`config.mk`:
```
export PLATFORM = sky130hd
export DESIGN_NAME = rtc_preset_arbiter_flat
export DESIGN_NICKNAME = d
export VERILOG_FILES = /design/src/rtl/rtc_preset_arbiter_pkg.sv /design/src/rtl/rtc_preset_arbiter_if.sv /design/src/rtl/rtc_preset_arbiter_validator.sv /design/src/rtl/rtc_preset_arbiter.sv /design/src/flat_wrapper.sv
export SDC_FILE = /design/constraint.sdc
export NUM_CORES = 1
export LEC_CHECK = 0
export CAP_MARGIN = 25
export CORE_AREA = 3 3 80 119
export DETAILED_ROUTE_END_ITERATION = 10
export DIE_AREA = 0 0 83 122
export PLACE_DENSITY_LB_ADDON = 0.25
export SLEW_MARGIN = 20
export SYNTH_ARGS = -nofsm -noshare
export SYNTH_HDL_FRONTEND = slang
export SYNTH_SLANG_ARGS = --single-unit
```
`constraint.sdc`:
```
create_clock -name clk_1Hz_i -period 3.3 [get_ports clk_1Hz_i]
set_input_delay 0.66 -clock clk_1Hz_i [delete_from_list [all_inputs] [get_ports clk_1Hz_i]]
set_output_delay 0.66 -clock clk_1Hz_i [all_outputs]
set_load 0.01 [all_outputs]
```
`src/rtl/rtc_preset_arbiter_pkg.sv`:
```
// Shared types for the RTC preset arbiter: packed time word, FSM states, calendar helper.
package rtc_preset_arbiter_pkg;

  localparam int RTC_TIME_W   = 44;
  localparam int RTC_DEF_YEAR = 2000;

  typedef struct packed {
    logic [11:0] year;
    logic [3:0]  month;
    logic [4:0]  dom;
    logic [2:0]  dow;
    logic [1:0]  mode;
    logic [5:0]  hour;
    logic [5:0]  min;
    logic [5:0]  sec;
  } rtc_time_t;

  typedef enum logic [1:0] {IDLE, LOAD, ACK, HOLD} state_t;

  // Gregorian rule restricted to the counter's range: 2100 is the only century year reachable.
  function automatic logic [4:0] max_day(input logic [3:0] month, input logic [11:0] year);
    case (month)
      4'd2:                     max_day = (year[1:0] == 2'b00 && year != 12'd2100) ? 5'd29 : 5'd28;
      4'd4, 4'd6, 4'd9, 4'd11:  max_day = 5'd30;
      default:                  max_day = 5'd31;
    endcase
  endfunction

endpackage

```
`src/rtl/rtc_preset_arbiter_if.sv`:
```
// Requester-side handshake bundle of the RTC preset arbiter (requests, time words, ack/nack).
interface rtc_preset_arbiter_if
  import rtc_preset_arbiter_pkg::*;
#(
  parameter int NUM_REQ = 2
);
  logic [NUM_REQ-1:0]            req_i;
  logic [NUM_REQ-1:0]            req_clr_i;
  logic [NUM_REQ*RTC_TIME_W-1:0] req_time_i;
  logic [NUM_REQ-1:0]            ack_o;
  logic                          nack_o;

  modport master (output req_i, req_clr_i, req_time_i, input ack_o, nack_o);
  modport slave  (input req_i, req_clr_i, req_time_i, output ack_o, nack_o);
endinterface

```
`src/rtl/rtc_preset_arbiter_validator.sv`:
```
// Combinational range check of a time word; built only with RTC_PRESET_VALIDATE_EN defined.
`ifdef RTC_PRESET_VALIDATE_EN
module rtc_time_validator
  import rtc_preset_arbiter_pkg::*;
(
  input  rtc_time_t time_i,
  output logic      valid_o
);
  logic hour_ok;
  logic unused_mode;

  assign unused_mode = time_i.mode[1];

  // mode[0] selects 12-hour clock, where hour runs 1..12
  assign hour_ok = time_i.mode[0] ? (time_i.hour >= 6'd1 && time_i.hour <= 6'd12)
                                  : (time_i.hour < 6'd24);

  assign valid_o = (time_i.sec < 6'd60) && (time_i.min < 6'd60) && hour_ok &&
                   (time_i.dow >= 3'd1) &&
                   (time_i.month >= 4'd1) && (time_i.month <= 4'd12) &&
                   (time_i.dom >= 5'd1) && (time_i.dom <= max_day(time_i.month, time_i.year));
endmodule
`endif

```
`src/rtl/rtc_preset_arbiter.sv`:
```
// Round-robin arbiter feeding the RTC counter preset port with one-cycle load strobes.
// Optional time-word range check enabled by defining RTC_PRESET_VALIDATE_EN.
module rtc_preset_arbiter
  import rtc_preset_arbiter_pkg::*;
#(
  parameter int NUM_REQ     = 2,
  parameter int HOLDOFF_CYC = 1
)(
  input  logic                 clk_1Hz_i,
  input  logic                 rstn_i,
  rtc_preset_arbiter_if.slave  rq,
  output logic                 enable_o,
  output logic                 en_preset_o,
  output rtc_time_t            init_time_o,
  output logic                 busy_o
);

  localparam int         IDX_W     = (NUM_REQ > 1) ? $clog2(NUM_REQ) : 1;
  localparam logic [3:0] HOLD_LAST = (HOLDOFF_CYC > 0) ? 4'(HOLDOFF_CYC - 1) : 4'd0;

  state_t             state_q, state_d;
  logic [IDX_W-1:0]   rr_ptr_q, win_q, win_d, win_sel, cand;
  logic [3:0]         hold_cnt_q;
  logic               found, sel_clr, reject;
  rtc_time_t          sel_time;

  logic               enable_d, en_preset_d, busy_d, nack_d;
  logic [NUM_REQ-1:0] ack_d;
  rtc_time_t          init_time_d;

  function automatic logic [IDX_W-1:0] wrap_idx(input int v);
    wrap_idx = IDX_W'(v % NUM_REQ);
  endfunction

  // first requester at or after rr_ptr, wrapping at NUM_REQ
  always_comb begin
    found = 1'b0;
    win_d = '0;
    cand  = '0;
    for (int i = 0; i < NUM_REQ; i++) begin
      cand = wrap_idx(int'(rr_ptr_q) + i);
      if (!found && rq.req_i[cand]) begin
        found = 1'b1;
        win_d = cand;
      end
    end
  end

  assign sel_time = rtc_time_t'(rq.req_time_i[win_d*RTC_TIME_W +: RTC_TIME_W]);
  assign sel_clr  = rq.req_clr_i[win_d];

`ifdef RTC_PRESET_VALIDATE_EN
  logic sel_valid;
  rtc_time_validator u_validator (
    .time_i  (sel_time),
    .valid_o (sel_valid)
  );
  assign reject = !sel_clr && !sel_valid;
`else
  assign reject = 1'b0;
`endif

  always_ff @(posedge clk_1Hz_i or negedge rstn_i) begin
    if (!rstn_i) begin
      state_q    <= IDLE;
      rr_ptr_q   <= '0;
      win_q      <= '0;
      hold_cnt_q <= '0;
    end else begin
      state_q <= state_d;
      if (state_q == IDLE && found)
        win_q <= win_d;
      if (state_q == ACK)
        rr_ptr_q <= (win_q == IDX_W'(NUM_REQ - 1)) ? '0 : win_q + 1'b1;
      hold_cnt_q <= (state_q == HOLD) ? hold_cnt_q + 4'd1 : 4'd0;
    end
  end

  always_comb begin
    state_d = state_q;
    case (state_q)
      IDLE:    if (found) state_d = reject ? ACK : LOAD;
      LOAD:    state_d = ACK;
      ACK:     state_d = (HOLDOFF_CYC > 0) ? HOLD : IDLE;
      HOLD:    if (hold_cnt_q == HOLD_LAST) state_d = IDLE;
      default: state_d = IDLE;
    endcase
  end

  // outputs are the registered image of the state being entered
  always_comb begin
    win_sel     = (state_q == IDLE) ? win_d : win_q;
    enable_d    = (state_d == LOAD);
    en_preset_d = (state_d == LOAD) && !sel_clr;
    ack_d       = (state_d == ACK) ? (NUM_REQ'(1) << win_sel) : '0;
    nack_d      = (state_q == IDLE) && (state_d == ACK);
    busy_d      = (state_d != IDLE);
    init_time_d = init_time_o;
    if (state_q == IDLE && state_d == LOAD)
      init_time_d = sel_clr ? '0 : sel_time;
  end

  always_ff @(posedge clk_1Hz_i or negedge rstn_i) begin
    if (!rstn_i) begin
      enable_o    <= 1'b0;
      en_preset_o <= 1'b0;
      init_time_o <= '0;
      rq.ack_o    <= '0;
      rq.nack_o   <= 1'b0;
      busy_o      <= 1'b0;
    end else begin
      enable_o    <= enable_d;
      en_preset_o <= en_preset_d;
      init_time_o <= init_time_d;
      rq.ack_o    <= ack_d;
      rq.nack_o   <= nack_d;
      busy_o      <= busy_d;
    end
  end

endmodule
```
`src/flat_wrapper.sv`:
```
// flat-port wrapper written by rule: the top's interface ports become plain ports
module rtc_preset_arbiter_flat import rtc_preset_arbiter_pkg::*;
#(
  parameter int NUM_REQ     = 2,
  parameter int HOLDOFF_CYC = 1
)
  (clk_1Hz_i, rstn_i, enable_o, en_preset_o, init_time_o, busy_o, rq_req_i, rq_req_clr_i, rq_req_time_i, rq_ack_o, rq_nack_o);
  rtc_preset_arbiter_if #(.NUM_REQ(NUM_REQ)) rq_i ();
  input  logic clk_1Hz_i;
  input  logic rstn_i;
  output logic enable_o;
  output logic en_preset_o;
  output rtc_time_t init_time_o;
  output logic busy_o;
  input wire logic [$bits(rq_i.req_i)-1:0] rq_req_i;
  input wire logic [$bits(rq_i.req_clr_i)-1:0] rq_req_clr_i;
  input wire logic [$bits(rq_i.req_time_i)-1:0] rq_req_time_i;
  output wire logic [$bits(rq_i.ack_o)-1:0] rq_ack_o;
  output wire logic [$bits(rq_i.nack_o)-1:0] rq_nack_o;
  assign rq_i.req_i = rq_req_i;
  assign rq_i.req_clr_i = rq_req_clr_i;
  assign rq_i.req_time_i = rq_req_time_i;
  assign rq_ack_o = rq_i.ack_o;
  assign rq_nack_o = rq_i.nack_o;
  rtc_preset_arbiter #(.NUM_REQ(NUM_REQ), .HOLDOFF_CYC(HOLDOFF_CYC)) u_core (.clk_1Hz_i(clk_1Hz_i), .rstn_i(rstn_i), .rq(rq_i), .enable_o(enable_o), .en_preset_o(en_preset_o), .init_time_o(init_time_o), .busy_o(busy_o));
endmodule
```
==> metrics.md <==
| Metric | Value |
|---|---|
| Internal Power | `2.56 mW` |
| Slowest Stage Delay on Critical Path | `0.55 ns` |
| Largest net degree at the start of global routing | `61` |
| Die footprint | `10,100 um2` |
| Count of buffers inserted at the top-level ports | `143` |
| Type of the setup path with the least slack | `input port to flip-flop` |
| Reg2Reg Launch Point | `u_core.state_q[1]` |
| Total negative setup slack | `0 ns` |
| Proportion of register bits with asynchronous set or reset after synthesis | `1.00` |
| TritonCTS clock tree | `yes` |
| Average size of a mapped cell | `9.31 um2` |
| Data required time of the critical path | `3.54 ns` |
| Worst clock skew | `0.00493 ns` |
| Syn. warnings | `0` |
| Worst-path maximum fanout | `55` |
| Total number of nets in the final design | `570` |
| Post-cts sizing count | `0` |
| Via count | `3,190` |
| Synthesized cell area | `3290 um2` |
| Setup crit end kind | `flip-flop` |
| Worst Reg-to-Reg Cells | `4` |
| Residual DRC | `0` |
| Initial cell density of the core | `0.387` |
| Buffers inserted by post-CTS timing repair | `0` |
| Critical path buffers and inverters | `3` |
| Via count of the first global-routing pass | `3,154` |
| Source-to-sink clock delay at the later pin of the worst-skew pair | `~0.32 ns` |
| GR Overflow Total | `0` |
| Final count of hold timing violations | `0` |
| Worst slew margin relative to its limit | `0.430` |
| Slack of the worst reg-to-reg path | `1.59 ns` |
| Peak clock frequency supported by timing | `~0.46 GHz` |
| Gate count of the mapped netlist | `between 300 and 400` |
| Clock input transition at the sequential cells of the worst setup and hold paths | `0.05 ns` |
| Clock network fraction of total power | `0.239` |
| TritonCTS Sinks | `58` |
| Min Clock Period, post-route | `2.17 ns` |
| Status | `complete, no violations` |
| Actual slew at the worst max-slew pin | `~0.85 ns` |
| Detailed placer's ending HPWL | `around 6300 um` |
| Hold buffer count at CTS | `0` |
| Maximum vdd ir drop | `0.000387 V` |
| Part of the total power dissipated in combinational logic | `0.434` |
| Chip Height | `122 um` |
| Final non-filler cell area | `5020 um2` |
| Leakage power summed over all cells | `around 1.9 nW` |
| Critical path startpoint category | `input port` |
| FF-to-FF End | `u_core.init_time_o[35]` |
| Most instantiated flip-flop cell in the synthesis netlist | `sky130_fd_sc_hd__dfrtp_1` |
| Number of slew-limit violations in the final report | `0` |
| Most frequent cell after synthesis | `sky130_fd_sc_hd__dfrtp_1` |
| Wire length of the first global-routing pass | `between 15,000 and 20,000 um` |
| Switching part of the total power | `0.343` |
| Number of buffers added by the clock tree synthesis step | `9` |
| Fraction of final layout cells with drive strength greater than 1 | `0.0626` |
| Floorplan Core Area | `8520 um2` |
| Placer's final routability congestion estimate | `~0.78` |
| Power spent charging and discharging nets | `1.34 mW` |
| Antenna fix cells | `0` |
| Chip Width | `83 um` |
| Class of the most critical hold timing path | `input port to async pin` |
| Proportion of synthesized chip area in sequential cells | `0.441` |
| WL per Instance | `about 17 um` |
| Area share of the largest cell type after synthesis | `0.441` |
| Largest area contributor in the synthesized netlist | `sky130_fd_sc_hd__dfrtp_1` |
| Sequential Power Share | `0.327` |
| Initial antenna violation count | `0` |
| Arrival time at the worst endpoint | `around 2.4 ns` |
| Cell-by-cell trace of the critical path | `clkdlybuf4s50_1 -> inv_2 -> buf_12 -> or4b_1 -> a31oi_1` |
| Top post-synthesis cells by count | `sky130_fd_sc_hd__dfrtp_1, sky130_fd_sc_hd__a21oi_1, sky130_fd_sc_hd__a31oi_1, sky130_fd_sc_hd__nor2b_1, sky130_fd_sc_hd__or4b_1` |
| Power density of the placed cells | `between 700 and 800 nW/um2` |
| Largest cells by area after synthesis | `sky130_fd_sc_hd__dfrtp_1, sky130_fd_sc_hd__or4b_1, sky130_fd_sc_hd__a31oi_1` |
| Final setup violating endpoints | `0` |
| Average via count per standard cell | `5.44` |
| Clock root cell | `sky130_fd_sc_hd__clkbuf_16` |
| 1st-pass router iterations | `4` |
| Buffers from clock root to sink, at most | `2` |
| CP top delay family | `buffers and inverters` |
| Post-Syn Nets | `450` |
| Total of flip-flops plus latches after synthesis | `58` |
| Number of standard-cell rows in the floorplan | `41` |
| Number of placed I/O pins | `~140` |
| # Max-Cap Violations | `0` |
| Count of unique library cells instantiated by Yosys | `30` |
| Total cell area at the placement stage | `4720 um2` |
| Antenna Nets Post-Route | `0` |
| Layout area overhead | `52.5%` |
| Total global routing track utilization | `0.194` |
| Iter 0 DRT Violations | `around 240` |
| Critical-path cell with the highest stage delay | `sky130_fd_sc_hd__or4b_1` |
| Filler Cells Inserted | `around 810` |
| H-tree levels | `3` |
| Share of the cycle needed by the critical path after routing | `0.659` |
| EDFF count, synth | `0` |
| Total wire length after detailed routing | `9890 um` |
| RSZ-0062 raised after global routing | `false` |
-- cell usage in the layout (no fill, tap or decap), types with 2 or more instances in the layout --
| master | n |
|---|---|
| sky130_fd_sc_hd__inv_1 | 4 |
| sky130_fd_sc_hd__inv_2 | 2 |
| sky130_fd_sc_hd__nand2_1 | 4 |
| sky130_fd_sc_hd__ha_1 | 2 |
| sky130_fd_sc_hd__nor2b_1 | 44 |
| sky130_fd_sc_hd__a21oi_1 | 45 |
| sky130_fd_sc_hd__o21ai_1 | 13 |
| sky130_fd_sc_hd__dfrtp_1 | 58 |
| sky130_fd_sc_hd__clkdlybuf4s50_1 | 141 |
| sky130_fd_sc_hd__buf_4 | 6 |
| sky130_fd_sc_hd__buf_2 | 2 |
| sky130_fd_sc_hd__and3_1 | 2 |
| sky130_fd_sc_hd__nand2b_1 | 2 |
| sky130_fd_sc_hd__clkbuf_16 | 9 |
| sky130_fd_sc_hd__o21ai_0 | 34 |
| sky130_fd_sc_hd__or4b_1 | 43 |
| sky130_fd_sc_hd__nor2_1 | 4 |
| sky130_fd_sc_hd__clkinvlp_4 | 3 |
| sky130_fd_sc_hd__a31oi_1 | 44 |
-- sequential cells by signal, indices dropped and copies added, names as in the netlist --
register / flops
u_core.rq.ack_o: 2
u_core.enable_o: 1
u_core.state_q: 2
u_core.rq.nack_o: 1
u_core.rr_ptr_q: 1
u_core.init_time_o: 44
u_core.win_q: 1
u_core.en_preset_o: 1
u_core.busy_o: 1
u_core.hold_cnt_q: 4
-- cells by family (layout without fill, tap and decap cells) --
group | after synthesis | count (layout) | share of synthesized area
fa+ha+maj | 2 | 2 | 0.00759
buf+inv | 47 | 172 | 0.0687
other cells | 1 | 1 | 0.00114
xor+xnor | 2 | 2 | 0.00532
flops | 58 | 58 | 0.441
compound gates | 138 | 138 | 0.229
simple gates | 106 | 106 | 0.248
-- power groups by stage --
stage,clock network (mW),logic (mW),registers [mW]
2_1_floorplan,0,0.703,1.39
3_3_place_gp,0,1.67,1.28
3_5_place_dp,0,1.71,1.28
4_1_cts,0.948,1.71,1.28
5_1_grt,0.981,1.85,1.32
6_report,0.932,1.69,1.28
-- routing by layer --
| layer | part of all wire | track usage | up-vias |
|---|---|---|---|
| met3 | 0.041 | 0.0338 | 9 |
| li1 | - | - | 1555 |
| met5 | 0 | 0 | - |
| met2 | 0.54 | 0.355 | 92 |
| met1 | 0.40 | 0.230 | 1534 |
| met4 | 0.012 | 0.0624 | 0 |
-- metrics by stage --
step           cells  hold slack [ns]  power (mW)  setup WS [ns]   util
5_1_grt          586            0.517        4.16           1.03  0.590
4_1_cts          586            0.494        3.94           1.15  0.590
3_5_place_dp     570            0.493        2.99          0.805  0.554
3_3_place_gp     569            0.464        2.94          0.804  0.552
6_report         586            0.475        3.90           1.13  0.590
2_1_floorplan    354            0.364        2.09           1.61      -
-- final cells by class --
type / count / area (um2) / share of cell area
multi-input combinational: 249 / 1620 / 0.323
clock inverter: 6 / 66.3 / 0.0132
inverter: 6 / 22.5 / 0.00448
timing repair buffer: 150 / 1490 / 0.296
tap: 107 / 134 / 0.0266
sequential: 58 / 1450 / 0.289
clock buffer: 10 / 239 / 0.0476
-- worst max-delay path by stage --
| stage | slack, ns | depth (start not counted) | endpoint | startpoint |
|---|---|---|---|---|
| 3_5_place_dp | 0.81 | 5 | u_core.init_time_o[22] | rq_req_i[1] |
| 3_3_place_gp | 0.80 | 4 | u_core.init_time_o[6] | rq_req_i[1] |
| 2_1_floorplan | 1.61 | 5 | u_core.init_time_o[11] | rq_req_i[0] |
| 6_report | 1.13 | 5 | u_core.init_time_o[40] | rq_req_i[1] |
| 5_1_grt | 1.03 | 5 | u_core.init_time_o[29] | rq_req_i[1] |
| 4_1_cts | 1.15 | 5 | u_core.init_time_o[40] | rq_req_i[1] |
Note: power is estimated with default switching activity, not from simulation.
